[src/rtl/exp_taylor_drv.sv]
// exp_taylor_drv: initiator-side sequencer for the Taylor exponent unit.
// Takes operands from a valid/ready stream and launches one evaluation at a
// time. It stops the unit early by raising uDataRead once the term budget has
// elapsed, captures the result and queues it in a small output FIFO.
// Optional feature macro: EXP_DRV_TIMEOUT_EN adds a READ-state watchdog that
// sets the sticky errTimeout flag and abandons the operand.

`ifndef FRACWIDTH
`define FRACWIDTH 12
`endif
`ifndef MAXTERM
`define MAXTERM 8
`endif

module exp_taylor_drv #(
  parameter int DW       = `FRACWIDTH,
  parameter int MAX_TERM = `MAXTERM,
  parameter int DEPTH    = 4,
  parameter int TO_SLACK = 4
) (
  input  logic          clk,
  input  logic          rst_n,
  input  logic [DW-1:0] sIn,
  input  logic [3:0]    sBudget,
  input  logic          sInValid,
  output logic          sInReady,
  input  logic [DW-1:0] cfgExp1,
  output logic [DW-1:0] uData,
  output logic [DW-1:0] uExp1,
  output logic          uDataValid,
  output logic          uDataRead,
  input  logic [DW-1:0] uResult,
  input  logic          uResultValid,
  output logic [DW-1:0] mOut,
  output logic          mOutValid,
  input  logic          mOutReady,
  output logic          busy,
  output logic          errTimeout
);

  localparam int AW = $clog2(DEPTH);
  localparam int PW = AW + 1;
  localparam logic [3:0] BE_MAX = 4'(MAX_TERM - 1);

  // Parameter sanity: the FIFO needs at least two slots and the watchdog
  // needs a positive slack; an illegal setting elaborates this empty block.
  if (DEPTH < 2 || TO_SLACK < 1) begin : g_cfg_invalid
  end

  typedef enum logic [1:0] {
    IDLE  = 2'd0,
    ISSUE = 2'd1,
    RUN   = 2'd2,
    READ  = 2'd3
  } state_t;

  state_t        state_q;
  logic [DW-1:0] data_q;
  logic [3:0]    be_q;
  logic [3:0]    be_d;
  logic [3:0]    k_q;
  logic          uvalid_q;
  logic          uread_q;

  logic [PW-1:0] wr_ptr_q;
  logic [PW-1:0] rd_ptr_q;
  logic [PW-1:0] fifo_cnt;
  logic [DW-1:0] mem_q [DEPTH];

  logic          accept;
  logic          push;
  logic          pop;
  logic          timeout_hit;

  // exp1 constant goes to the unit untouched
  assign uExp1 = cfgExp1;

  // FIFO occupancy falls out of the wrapped pointer difference
  assign fifo_cnt  = wr_ptr_q - rd_ptr_q;
  assign mOutValid = (fifo_cnt != '0);
  assign pop       = mOutValid && mOutReady;
  // Empty FIFO presents zero so mOut has a defined value after reset
  assign mOut      = mOutValid ? mem_q[rd_ptr_q[AW-1:0]] : '0;

  // Accept only when a result slot is guaranteed, so a push never overflows
  assign sInReady = (state_q == IDLE) && (fifo_cnt < PW'(DEPTH));
  assign accept   = sInValid && sInReady;

  // Only the first uResultValid seen in READ is a genuine result; a value
  // parked high from the previous evaluation is ignored in the other states.
  assign push = (state_q == READ) && uResultValid;

  assign uData      = data_q;
  assign uDataValid = uvalid_q;
  assign uDataRead  = uread_q;
  assign busy       = (state_q != IDLE);

  // Effective budget: 0 behaves as 1, anything past the terminal count is
  // trimmed to MAX_TERM-1 (natural termination).
  always_comb begin
    be_d = sBudget;
    if (sBudget == 4'd0) begin
      be_d = 4'd1;
    end else if (sBudget > BE_MAX) begin
      be_d = BE_MAX;
    end
  end

  // Sequencer: launch, count terms, early-stop, then wait for the result
  always_ff @(posedge clk or negedge rst_n) begin
    if (!rst_n) begin
      state_q  <= IDLE;
      data_q   <= '0;
      be_q     <= 4'd1;
      k_q      <= 4'd0;
      uvalid_q <= 1'b0;
      uread_q  <= 1'b0;
    end else begin
      case (state_q)
        IDLE: begin
          if (accept) begin
            data_q   <= sIn;
            be_q     <= be_d;
            uvalid_q <= 1'b1;
            state_q  <= ISSUE;
          end
        end
        ISSUE: begin
          uvalid_q <= 1'b0;
          k_q      <= 4'd1;
          if (be_q == 4'd1) begin
            uread_q <= 1'b1;
            state_q <= READ;
          end else begin
            state_q <= RUN;
          end
        end
        RUN: begin
          k_q <= k_q + 4'd1;
          if (k_q == be_q - 4'd1) begin
            uread_q <= 1'b1;
            state_q <= READ;
          end
        end
        READ: begin
          if (push || timeout_hit) begin
            uread_q <= 1'b0;
            state_q <= IDLE;
          end
        end
        default: begin
          uvalid_q <= 1'b0;
          uread_q  <= 1'b0;
          state_q  <= IDLE;
        end
      endcase
    end
  end

  // FIFO pointers; simultaneous push and pop leave the count unchanged
  always_ff @(posedge clk or negedge rst_n) begin
    if (!rst_n) begin
      wr_ptr_q <= '0;
      rd_ptr_q <= '0;
    end else begin
      if (push) begin
        wr_ptr_q <= wr_ptr_q + PW'(1);
      end
      if (pop) begin
        rd_ptr_q <= rd_ptr_q + PW'(1);
      end
    end
  end

  // FIFO storage; contents are don't-care while the pointers say empty
  always_ff @(posedge clk) begin
    if (push) begin
      mem_q[wr_ptr_q[AW-1:0]] <= uResult;
    end
  end

`ifdef EXP_DRV_TIMEOUT_EN
  localparam int WW = 8;

  logic [WW-1:0] wd_q;
  logic [WW-1:0] wd_limit;
  logic          err_q;

  // The watchdog reads n in the n-th cycle after entering READ, so the limit
  // Be+TO_SLACK-1 lands on cycle T0+2Be+TO_SLACK-1.
  assign wd_limit    = WW'(be_q) + WW'(TO_SLACK - 1);
  assign timeout_hit = (state_q == READ) && !uResultValid && (wd_q == wd_limit);
  assign errTimeout  = err_q;

  // Count READ cycles and latch the sticky timeout flag
  always_ff @(posedge clk or negedge rst_n) begin
    if (!rst_n) begin
      wd_q  <= '0;
      err_q <= 1'b0;
    end else begin
      if (state_q == READ) begin
        wd_q <= wd_q + WW'(1);
      end else begin
        wd_q <= '0;
      end
      if (timeout_hit) begin
        err_q <= 1'b1;
      end
    end
  end
`else
  // Without the watchdog READ waits for the unit indefinitely
  assign timeout_hit = 1'b0;
  assign errTimeout  = 1'b0;
`endif

endmodule

[config.mk]
export PLATFORM = sky130hd
export DESIGN_NAME = exp_taylor_drv
export DESIGN_NICKNAME = d
export VERILOG_FILES = /design/src/rtl/exp_taylor_drv.sv
export SDC_FILE = /design/constraint.sdc
export NUM_CORES = 1
export LEC_CHECK = 0
export ABC_AREA = 1
export CAP_MARGIN = 10
export CORE_MARGIN = 2
export CORE_UTILIZATION = 30
export DETAILED_ROUTE_END_ITERATION = 8
export PLACE_DENSITY_LB_ADDON = 0.15
export SYNTH_ARGS = -nofsm -noshare
export SYNTH_HDL_FRONTEND = slang
export SYNTH_SLANG_ARGS = --single-unit
[constraint.sdc]
create_clock -name clk -period 4.6 [get_ports clk]
set_input_delay 1.38 -clock clk [delete_from_list [all_inputs] [get_ports clk]]
set_output_delay 1.38 -clock clk [all_outputs]
set_load 0.005 [all_outputs]
-- Yosys cells after proc, flatten, opt, wreduce, memory -nomap -nowiden
Memory sizes are Yosys's and may differ from the RTL's.
Index checks and enable logic that the tools add are counted.
- add/sub/neg operators: 5
- magnitude comparators: 2
- equal/unequal tests: 9
- multiplexer cells: 17
- reduce and logical (&&, ||, !) cells: 15
- operators by type and width (cell ; number):
    12-bit two-way mux ; 1
    4-bit two-way mux ; 2
    2-bit != test, second input constant ; 4
    2-bit one-hot mux with 4 select lines ; 1
    4-bit one-hot mux with 2 select lines ; 1
    1-bit two-way mux ; 7
    3-bit by 1-bit adder with 3-bit output, second input constant ; 2
    2-bit two-way mux ; 3
    2-bit nonzero test ; 3
    3-bit nonzero test ; 2
    4-bit by 1-bit adder with 4-bit output, second input constant ; 1
    2-bit == test, second input constant ; 2
    4-bit by 1-bit == test with 1-bit output, second input constant ; 1
    4-bit == test ; 1
    4-bit by 3-bit > comparator with 1-bit output, second input constant ; 1
    1-bit logical AND ; 4
    4-bit logical NOT ; 1
    2-bit AND reduction ; 2
    4-bit AND reduction ; 1
    4-bit by 1-bit subtractor with 4-bit output, second input constant ; 1
    3-bit < comparator, second input constant ; 1
    1-bit one-hot mux with 3 select lines ; 1
    3-bit AND reduction ; 1
    3-bit subtractor ; 1
    3 further kinds ; 3
- flip-flop bits (word level): 30
- memory bits (writable): 48
- input bits: 45
- logic and storage cells: 57
- memories: 1
- memory list (memory ; depth ; width ; rd ports ; clocked after memory_dff ; write ports ; line ; text):
    mem_q ; 4 ; 12 ; 1 ; 0 ; 1 ; 68 ; logic [DW-1:0] mem_q [DEPTH];

-- Longest topological paths before layout
Gate-level depths: netlist (run 1).
- depth in word-level cells: 6
- gate-level depth with buffers: 12
- mapped depth without buffers: 12

-- Worst setup path after synthesis (run 1)
OpenSTA, ideal clock, no wires.
- path kind: register to output
- from: register rd_ptr_q[1]
- to: output mOut[10]
- arrival time: 1.673 ns
- slack: 1.547 ns
- cell stages (with the launch flop): 10
- cells stage by stage: dfrtp_1 > inv_1 > clkbuf_1 > ha_1 > a21oi_1 > nand2_2 > nand4_2 > buf_2 > nand2_1 > inv_1
- longest elaborated chain between the ends: 3
- elaborated cells on any way between the ends: 4
- classes of those cells: 1 x add/sub; 1 x mux; 1 x reduce/logical; 1 x memory
- RTL lines (what ; line ; text):
    from (decl) ; 66 ; logic [PW-1:0] rd_ptr_q;
    from (signal assigned) ; 170 ; rd_ptr_q <= rd_ptr_q + PW'(1);
    3-bit subtractor ; 79 ; assign fifo_cnt = wr_ptr_q - rd_ptr_q;
    3-bit nonzero test ; 80 ; assign mOutValid = (fifo_cnt != '0);
    named net mOutValid ; 35 ; output logic mOutValid,
    12-bit two-way mux ; 83 ; assign mOut = mOutValid ? mem_q[rd_ptr_q[AW-1:0]] : '0;
    to (decl) ; 34 ; output logic [DW-1:0] mOut,
The timed path passes the listed nets, and every way through them passes these cells.

-- Worst setup path in the final report (run 1)
- from: register rd_ptr_q[0]
- to: output mOut[9]
- longest elaborated chain between the ends: 3
- elaborated cells on any way between the ends: 4
- classes of those cells: 1 x add/sub; 1 x mux; 1 x reduce/logical; 1 x memory
- RTL lines (what ; line):
    3-bit subtractor ; 79
    3-bit nonzero test ; 80
    12-bit two-way mux (*) ; 83
Every way passes the cells marked *; elsewhere a longest branch is shown, timed or not.

==> results.sh, run 1 <==
export IMPL_worst_r2r_setup_slack_ps=2560
export IMPL_power_density_nw_per_um2=687
export IMPL_io_pins=87
export IMPL_pwr_share_clk_pct=23.2
export IMPL_cts_setup_buffers=0
export IMPL_synth_fp_nets=425
export IMPL_synth_top_family_by_area="simple AND/OR/NAND/NOR gates"
export IMPL_syn_inst=365
export IMPL_cts_tree="done"
export IMPL_synth_seq_cells=78
export IMPL_synth_area_leader_cell="edfxtp_1"
export IMPL_crit_slowest_cell="clkdlybuf4s50_1"
export IMPL_status="complete, no violations"
export IMPL_critPathTopFamily="buffers and inverters"
export IMPL_ys_seq_area_share_pct=60.1
export IMPL_pre_cts_ws_ps=1100
export IMPL_grt_use_total_pct=13.1
export IMPL_synth_xor_area_share_pct=0.960
export IMPL_critPathMostFrequentCell="nand2_1"
export IMPL_cts_buffers=9
export IMPL_fin_crit_sh_pct=83.0
export IMPL_synth_compound_area_share_pct=8.13
export IMPL_rsz0062_at_grt="no"
export IMPL_syn_area_um2=3650
export IMPL_r2r_cells=12
export IMPL_cts_sinks=78
export IMPL_wl_per_cell_um=13.6
export IMPL_tightestPinTransition_ps=754
export IMPL_layout_commonest_cell="nand2_1"
export IMPL_die_x_um=114
export IMPL_ir_drop_mv=0.214
export IMPL_wl_um=7810
export IMPL_grt_overflow=0
export IMPL_rr_endpoint="be_q[1]$_DFFE_PN0P_"
export IMPL_dpl_hpwl_um=5250
export IMPL_layout_common_cells="nand2_1, clkdlybuf4s50_1, edfxtp_1"
export IMPL_htreeDepth=3
export IMPL_timing_final_ws_setup_ps=780
export IMPL_fin_crit_ps=3820
export IMPL_port_buffer_count=61
export IMPL_synth_mux_area_share_pct=0
export IMPL_critical_path_required_ps=3220
export IMPL_fill_cells=1178
export IMPL_fin_tns_setup_ps=0
export IMPL_first_global_vias=2633
export IMPL_p_comb_share_pct=45.7
export IMPL_synth_simple_area_share_pct=17.1
export IMPL_placementRows=40
export IMPL_setup_violations=0
export IMPL_drt_iter0_drc=146
export IMPL_vias=2577
export IMPL_critical_path_class="flop to output port"
export IMPL_antenna_left=0
export IMPL_antenna_found_initial=0
export IMPL_ys_warn_count=0
export IMPL_yosysTopAreaCellShare_pct=39.5
export IMPL_switchingPower_mw=1.14
export IMPL_clk_pin_slew_ps=60
export IMPL_cp_startpoint="rd_ptr_q[0]$_DFFE_PN0P_"
export IMPL_area_delta_synth_final_pct=28.1
export IMPL_slew_viol_final=0
export IMPL_worst_path_max_fanout=26
export IMPL_drc=0
export IMPL_max_cap_violations=0
export IMPL_finClkSkew_ps=3.85
export IMPL_synth_cell_types=27
export IMPL_core_area_um2=12000
export IMPL_grt_pass1_wl_um=13000
export IMPL_grt_max_degree=31
export IMPL_clockBufferDepth=2
export IMPL_swShare_pct=35.6
export IMPL_whs_endpoint="uData[9]$_DFFE_PN0P_"
export IMPL_crit_chain="buf_4, ha_1, inv_1, nand2_1, nand2_1, nand2_2, nand4_2, nand2_1, inv_1, clkdlybuf4s50_1"
export IMPL_r2r_start="rd_ptr_q[0]$_DFFE_PN0P_"
export IMPL_synthTopCellsByArea="edfxtp_1, dfrtp_1, nand2_1"
export IMPL_slew_headroom_pct=49.7
export IMPL_cp_buffers_inverters=4
export IMPL_hold_path_class="flop to flop"
export IMPL_seq_power_share_pct=31.1
export IMPL_insertedDiodeCount=0
export IMPL_p_leak_nw=2.01
export IMPL_whs_ps=473
export IMPL_drive_gt1_share_pct=7.94
export IMPL_synthAdderAreaFrac_pct=5.14
export IMPL_cp_slowest_stage_delay_ps=430
export IMPL_holdPathStages=2
export IMPL_nets=483
export IMPL_start_kind="flop"
export IMPL_min_delay_start="uData[9]$_DFFE_PN0P_"
export IMPL_die_h_um=114
export IMPL_cp_arrival_ps=2440
export IMPL_start_util_pct=30.5
export IMPL_hold_buffers=0
export IMPL_post_drt_via_cell_ratio=4.48
export IMPL_cts_root_buf="clkbuf_16"
export IMPL_ctsResizeCount=0
export IMPL_worstSkewPairLatency_ps=330
export IMPL_dr_pass1_iters=4
export IMPL_intPower_mw=2.07
export IMPL_syn_area_per_cell_um2=10.0
export IMPL_final_hold_viol_count=0
export IMPL_max_clock_freq_ghz=0.262
export IMPL_finalWeightedCongestion=0.738
export IMPL_dieArea_um2=13100
export IMPL_end_kind="output port"
export IMPL_cp_num_cells=10
## cells in the mapped netlist
cell type  count
nand2_1       76
edfxtp_1      48
nor2_1        41
inv_1         40
dfrtp_1       29
o21ai_0       28
nand3_1       20
ha_1          15
buf_4         14
o22ai_1       14
a21oi_1        6
clkbuf_1       6
nand2_2        4
nand4_1        4
xor2_1         4
buf_2          3
o21ai_1        3
a22oi_2        1
buf_6          1
conb_1         1
dfstp_2        1
inv_2          1
nand4_2        1
nor2_4         1
nor3_1         1
o21bai_2       1
or2_2          1
## tightest hold or removal path, stage by stage (launching register included)
cell and delay [ps]:
dfrtp_1 340, nand2_1 50, nand2_1 50
## per-stage QoR
stage                     util, %  total power [mW]  cells  cell area (um2)
after floorplan                 -              1.87    365             3650
after global placement       36.5              2.48    559             4360
after detailed placement     36.5              2.50    559             4360
after CTS                    39.1              3.26    575             4670
after global routing         39.1              3.50    575             4670
final                        39.1              3.21    575             4670
## worst max-delay path by stage
| stage | to | slack (ps) |
|---|---|---|
| 5_1_grt | mOut[10] | 510 |
| 4_1_cts | mOut[8] | 720 |
| 3_5_place_dp | mOut[8] | 1100 |
| 6_report | mOut[9] | 780 |
| 2_1_floorplan | mOut[10] | 1550 |
| 3_3_place_gp | mOut[4] | 1180 |
## logic make-up (layout without fill, tap and decap cells)
| logic type | after synthesis | count (layout) |
|---|---|---|
| other cells | 1 | 1 |
| compound gates | 53 | 53 |
| flops | 78 | 78 |
| xor+xnor | 4 | 4 |
| simple gates | 149 | 149 |
| fa+ha+maj | 15 | 15 |
| buf+inv | 65 | 128 |
## power by group through the flow
stage	registers [mW]	clock network (mW)	logic [mW]
2_1_floorplan	1.00	0	0.868
3_3_place_gp	1.01	0	1.47
3_5_place_dp	1.01	0	1.49
4_1_cts	1.00	0.769	1.49
5_1_grt	1.02	0.798	1.68
6_report	0.999	0.745	1.47
## cell type report
class | count | area, um2 | share of cell area [%]
flip-flops and latches | 78 | 2190 | 46.9
clock buffers | 12 | 236 | 5.06
repair buffers | 71 | 686 | 14.7
inverters | 41 | 154 | 3.29
clock inverters | 4 | 72.6 | 1.55
well taps | 147 | 184 | 3.94
multi-input cells | 222 | 1150 | 24.6
## registers in the layout (all words and copies together), names as in the netlist
register	count
rd_ptr_q	3
uDataValid	1
mem_q	48
wr_ptr_q	3
state_q	2
be_q	4
uData	12
k_q	4
uDataRead	1
## layer usage
metal | part of all wire (%) | vias to the layer above | global-route usage [%] | wire length (um)
li1 | - | 1311 | - | -
met1 | 46 | 1176 | 16.5 | 3590
met2 | 45 | 71 | 20.6 | 3490
met3 | 6.6 | 19 | 3.60 | 512
met4 | 2.8 | 0 | 7.32 | 220
met5 | 0 | - | 0 | 0
Note: power is estimated with default switching activity, not from simulation.
==> run 2, diff against run 1 <==
Clock period 4.6 ns to 3.3 ns, I/O delays scaled along.
==> run 2 against run 1 <==
Die area unchanged. Hold slack worse by 0.56 ps. Routed wire length up 3.2%. Critical path type unchanged. Count of clock-buffer cells in the layout down 1. Power up 45%. Combinational power up 53%. Clock skew up 3.2 ps. Largest cell class unchanged. Design area up 1.8%. Via count up 3.0%. Sequential share of layout area down 0.83 points. Setup slack worse by 630 ps.
==> results.sh, run 2 (synthesized netlist as in run 1, its figures left out) <==
export IMPL_whs_endpoint="uData[0]$_DFFE_PN0P_"
export IMPL_fill_cells=1220
export IMPL_insertedDiodeCount=0
export IMPL_grt_overflow=0
export IMPL_dr_pass1_iters=4
export IMPL_core_area_um2=12000
export IMPL_rr_endpoint="be_q[1]$_DFFE_PN0P_"
export IMPL_largest_reg_flops=48
export IMPL_cp_arrival_ps=2160
export IMPL_finClkSkew_ps=7.02
export IMPL_grt_pass1_wl_um=13200
export IMPL_seq_power_share_pct=30.0
export IMPL_slew_viol_final=0
export IMPL_fin_crit_ps=3150
export IMPL_cts_root_buf="clkbuf_16"
export IMPL_setup_violations=0
export IMPL_min_delay_start="uData[0]$_DFFE_PN0P_"
export IMPL_die_x_um=114
export IMPL_critical_path_class="flop to output port"
export IMPL_fin_crit_sh_pct=95.4
export IMPL_port_buffer_count=61
export IMPL_r2r_cells=10
export IMPL_die_h_um=114
export IMPL_dpl_hpwl_um=5240
export IMPL_regArea_um2=2190
export IMPL_dp_cells=562
export IMPL_status="complete, no violations"
export IMPL_placementRows=40
export IMPL_fin_tns_setup_ps=0
export IMPL_layout_common_cells="nand2_1, clkdlybuf4s50_1, edfxtp_1"
export IMPL_whs_ps=472
export IMPL_rsz0062_at_grt="no"
export IMPL_dieArea_um2=13100
export IMPL_drc=0
export IMPL_multi_input_area_um2=1170
export IMPL_p_leak_nw=2.04
export IMPL_vias=2655
export IMPL_antenna_found_initial=0
export IMPL_p_comb_share_pct=48.2
export IMPL_final_hold_viol_count=0
export IMPL_power_density_nw_per_um2=982
export IMPL_start_kind="flop"
export IMPL_ir_drop_mv=0.378
export IMPL_hold_path_class="flop to flop"
export IMPL_worstSkewPairLatency_ps=330
export IMPL_r2r_start="wr_ptr_q[1]$_DFFE_PN0P_"
export IMPL_fin_area_um2=4760
export IMPL_io_pins=87
export IMPL_post_drt_via_cell_ratio=4.57
export IMPL_switchingPower_mw=1.67
export IMPL_intPower_mw=3.01
export IMPL_clk_pin_slew_ps=60
export IMPL_cts_tree="done"
export IMPL_htreeDepth=3
export IMPL_layout_commonest_cell="nand2_1"
export IMPL_finalWeightedCongestion=0.748
export IMPL_grt_max_degree=31
export IMPL_first_global_vias=2636
export IMPL_area_delta_synth_final_pct=30.4
export IMPL_drt_iter0_drc=147
export IMPL_max_cap_violations=0
export IMPL_pwr_share_clk_pct=21.9
export IMPL_antenna_left=0
export IMPL_clockBufferDepth=2
export IMPL_worst_r2r_setup_slack_ps=1350
export IMPL_start_util_pct=30.5
export IMPL_wl_per_cell_um=13.9
export IMPL_end_kind="output port"
export IMPL_swShare_pct=35.7
export IMPL_worst_path_max_fanout=7
export IMPL_drive_gt1_share_pct=9.91
export IMPL_critical_path_required_ps=2310
export IMPL_hold_buffers=0
export IMPL_finalNonFillerCells=581
export IMPL_wl_um=8050
export IMPL_cts_buffers=9
export IMPL_grt_use_total_pct=13.2
export IMPL_placed_cell_area_um2=4390
export IMPL_holdPathStages=2
export IMPL_cts_sinks=78
export IMPL_nets=489
export IMPL_max_clock_freq_ghz=0.318
run 2: layout make-up:
class / count / area share (%)
clock buffers: 11 / 4.89
clock inverters: 5 / 1.55
inverters: 41 / 3.24
multi-input cells: 222 / 24.6
flip-flops and latches: 78 / 46.1
well taps: 147 / 3.87
repair buffers: 77 / 15.7
run 2: stage by stage:
step | setup slack (ps) | power, mW | util (%)
3_3_place_gp | 317 | 3.49 | 36.7
2_1_floorplan | 637 | 2.61 | -
6_report | 151 | 4.67 | 39.8
5_1_grt | 43.8 | 5.08 | 39.8
4_1_cts | 26.4 | 4.59 | 39.3
3_5_place_dp | 230 | 3.52 | 36.7
run 2: critical path, cell delays in order, from the launching register on:
cell	delay, ps
dfrtp_1	440
ha_4	290
a21oi_2	150
nand2_2	90
nand4_4	110
buf_6	150
nand2_1	60
inv_1	50
clkdlybuf4s50_1	490
run 2: repair_timing:
| action | in CTS | in global routing |
|---|---|---|
| cloned | 0 | 0 |
| resized for setup | 1 | 4 |
| setup endpoints to repair | 13 | 12 |
| setup buffers | 0 | 3 |
| pin swaps | 0 | 1 |
run 2: how the worst max path moves through the flow:
stage	to	cells past startpoint	startpoint	slack, ps
global placement	mOut[8]	8	wr_ptr_q[1]$_DFFE_PN0P_	320
floorplan	mOut[10]	9	rd_ptr_q[1]$_DFFE_PN0P_	640
CTS	mOut[6]	8	wr_ptr_q[1]$_DFFE_PN0P_	30
finish	mOut[8]	8	wr_ptr_q[1]$_DFFE_PN0P_	150
global route	mOut[5]	9	rd_ptr_q[1]$_DFFE_PN0P_	40
detailed placement	mOut[6]	8	wr_ptr_q[1]$_DFFE_PN0P_	230
run 2: metal layers:
metal  GRT usage, %  wire, um  vias up
li1               -         -     1324
met1           16.4      3570     1246
met2           21.0      3760       76
met3           6.14       640        9
met4           3.41        92        0
met5              0         0        -
run 2: power groups by stage:
| stage | registers [mW] | logic (mW) | clock network (mW) |
|---|---|---|---|
| final | 1.40 | 2.25 | 1.02 |
| after global routing | 1.43 | 2.56 | 1.09 |
| after CTS | 1.40 | 2.14 | 1.05 |
| after detailed placement | 1.41 | 2.11 | 0 |
| after global placement | 1.41 | 2.08 | 0 |
| after floorplan | 1.40 | 1.21 | 0 |
==> run 3, diff against run 2 <==
Settings changed: SETUP_SLACK_MARGIN set to 0.1.
==> run 3 against run 2 <==
First-iteration DRC count increased by 8.2%. Flip-flop and latch count unchanged. Register-to-register slack worse by 50 ps. Fmax up 1.3%. Hold slack barely moved. Setup slack better by 40 ps.
==> results.sh, run 3 (synthesized netlist as in run 1, its figures left out) <==
export IMPL_cts_tree="done"
export IMPL_max_clock_freq_ghz=0.322
export IMPL_fin_tns_setup_ps=0
export IMPL_hold_buffers=0
export IMPL_worstSkewPairLatency_ps=330
export IMPL_r2r_cells=10
export IMPL_post_drt_via_cell_ratio=4.56
export IMPL_placementRows=40
export IMPL_hold_path_class="flop to flop"
export IMPL_dpl_hpwl_um=5240
export IMPL_antenna_left=0
export IMPL_end_kind="output port"
export IMPL_grt_use_total_pct=13.4
export IMPL_worst_r2r_setup_slack_ps=1300
export IMPL_fin_crit_ps=3110
export IMPL_regArea_um2=2190
export IMPL_r2r_start="wr_ptr_q[1]$_DFFE_PN0P_"
export IMPL_max_cap_violations=0
export IMPL_slew_viol_final=0
export IMPL_die_x_um=114
export IMPL_nets=495
export IMPL_status="complete, no violations"
export IMPL_cp_arrival_ps=2120
export IMPL_antenna_found_initial=0
export IMPL_dr_pass1_iters=4
export IMPL_dieArea_um2=13100
export IMPL_critical_path_required_ps=2310
export IMPL_vias=2676
export IMPL_die_h_um=114
export IMPL_switchingPower_mw=1.69
export IMPL_wl_per_cell_um=13.8
export IMPL_io_pins=87
export IMPL_p_comb_share_pct=49.1
export IMPL_swShare_pct=35.5
export IMPL_layout_common_cells="nand2_1, clkdlybuf4s50_1, edfxtp_1"
export IMPL_placed_cell_area_um2=4390
export IMPL_clockBufferDepth=2
export IMPL_grt_pass1_wl_um=13300
export IMPL_cts_buffers=9
export IMPL_wl_um=8090
export IMPL_fin_crit_sh_pct=94.2
export IMPL_clk_pin_slew_ps=60
export IMPL_drive_gt1_share_pct=11.8
export IMPL_insertedDiodeCount=0
export IMPL_critical_path_class="flop to output port"
export IMPL_fin_area_um2=4810
export IMPL_finClkSkew_ps=7.02
export IMPL_finalWeightedCongestion=0.748
export IMPL_drt_iter0_drc=159
export IMPL_final_hold_viol_count=0
export IMPL_rsz0062_at_grt="no"
export IMPL_drc=0
export IMPL_ir_drop_mv=0.384
export IMPL_htreeDepth=3
export IMPL_worst_path_max_fanout=7
export IMPL_start_util_pct=30.5
export IMPL_cts_sinks=78
export IMPL_intPower_mw=3.07
export IMPL_cts_root_buf="clkbuf_16"
export IMPL_grt_max_degree=31
export IMPL_power_density_nw_per_um2=989
export IMPL_grt_overflow=0
export IMPL_setup_violations=0
export IMPL_port_buffer_count=61
export IMPL_fill_cells=1220
export IMPL_first_global_vias=2634
export IMPL_multi_input_area_um2=1180
export IMPL_cp_endpoint="mOut[5]"
export IMPL_p_leak_nw=2.08
export IMPL_pwr_share_clk_pct=21.5
export IMPL_seq_power_share_pct=29.4
export IMPL_core_area_um2=12000
export IMPL_start_kind="flop"
export IMPL_rr_endpoint="uDataValid$_DFFE_PN0P_"
export IMPL_layout_commonest_cell="nand2_1"
export IMPL_largest_reg_flops=48
export IMPL_area_delta_synth_final_pct=31.9
export IMPL_cp_startpoint="wr_ptr_q[1]$_DFFE_PN0P_"
[run 3: cell count changes in the layout (fill, tap and decap cells not counted), sizes merged]
| cell | before | now |
|---|---|---|
| buf | 16 | 22 |
| clkdlybuf4s50 | 61 | 60 |
| dlymetal6s2s | 0 | 1 |
[run 3: stage by stage]
| step | hold slack [ps] | cells | utilization [%] | total power, mW | setup WS (ps) |
|---|---|---|---|---|---|
| final | 472 | 587 | 40.2 | 4.76 | 191 |
| after global routing | 504 | 587 | 40.2 | 5.18 | 96.3 |
| after CTS | 477 | 581 | 39.7 | 4.72 | 114 |
| after detailed placement | 460 | 562 | 36.7 | 3.52 | 230 |
| after global placement | 455 | 562 | 36.7 | 3.49 | 317 |
| after floorplan | 464 | 365 | - | 2.61 | 637 |
[run 3: critical path, cell delays in order, from the launching register on]
cell and delay [ps]:
dfrtp_2 440, ha_4 300, nand2_1 60, nand2_1 70, nand2_2 70, nand4_4 110, buf_6 140, nand2_1 50
inv_1 50, clkdlybuf4s50_1 490
[run 3: how the worst min path moves through the flow]
stage / startpoint / end / slack, ps / depth (start not counted)
after floorplan: uDataRead$_DFFE_PN0P_ / uDataRead$_DFFE_PN0P_ / 460 / 2
after global placement: uData[1]$_DFFE_PN0P_ / uData[1]$_DFFE_PN0P_ / 460 / 2
after detailed placement: uData[8]$_DFFE_PN0P_ / uData[8]$_DFFE_PN0P_ / 460 / 2
after CTS: uData[0]$_DFFE_PN0P_ / uData[0]$_DFFE_PN0P_ / 480 / 2
after global routing: uData[8]$_DFFE_PN0P_ / uData[8]$_DFFE_PN0P_ / 500 / 2
final: uData[0]$_DFFE_PN0P_ / uData[0]$_DFFE_PN0P_ / 470 / 2
[run 3: timing repair]
item,4_1_cts,5_1_grt
buffers inserted,3,6
gates resized for setup,5,6
endpoints found under the setup margin,13,13
pin swaps,1,4
[run 3: cell type report]
class                      instances  share of cell area (%)
clock buffer                      11                    4.83
clock inverter                     5                    1.53
inverter                          41                    3.20
multi-input combinational        222                    24.5
sequential                        78                    45.6
tap                              147                    3.82
timing repair buffer              83                    16.5
[run 3: power by group through the flow]
stage	Combinational, mW	Clock, mW	Sequential (mW)
2_1_floorplan	1.21	0	1.40
3_3_place_gp	2.08	0	1.41
4_1_cts	2.26	1.05	1.40
3_5_place_dp	2.11	0	1.41
5_1_grt	2.65	1.09	1.43
6_report	2.34	1.02	1.40
[run 3: layer usage]
layer  vias to the layer above  wire [um]  GRT usage (%)
li1                       1334          -              -
met1                      1252       3590           16.6
met2                        81       3750           21.2
met3                         9        656           6.14
met4                         0         92           3.41
met5                         -          0              0
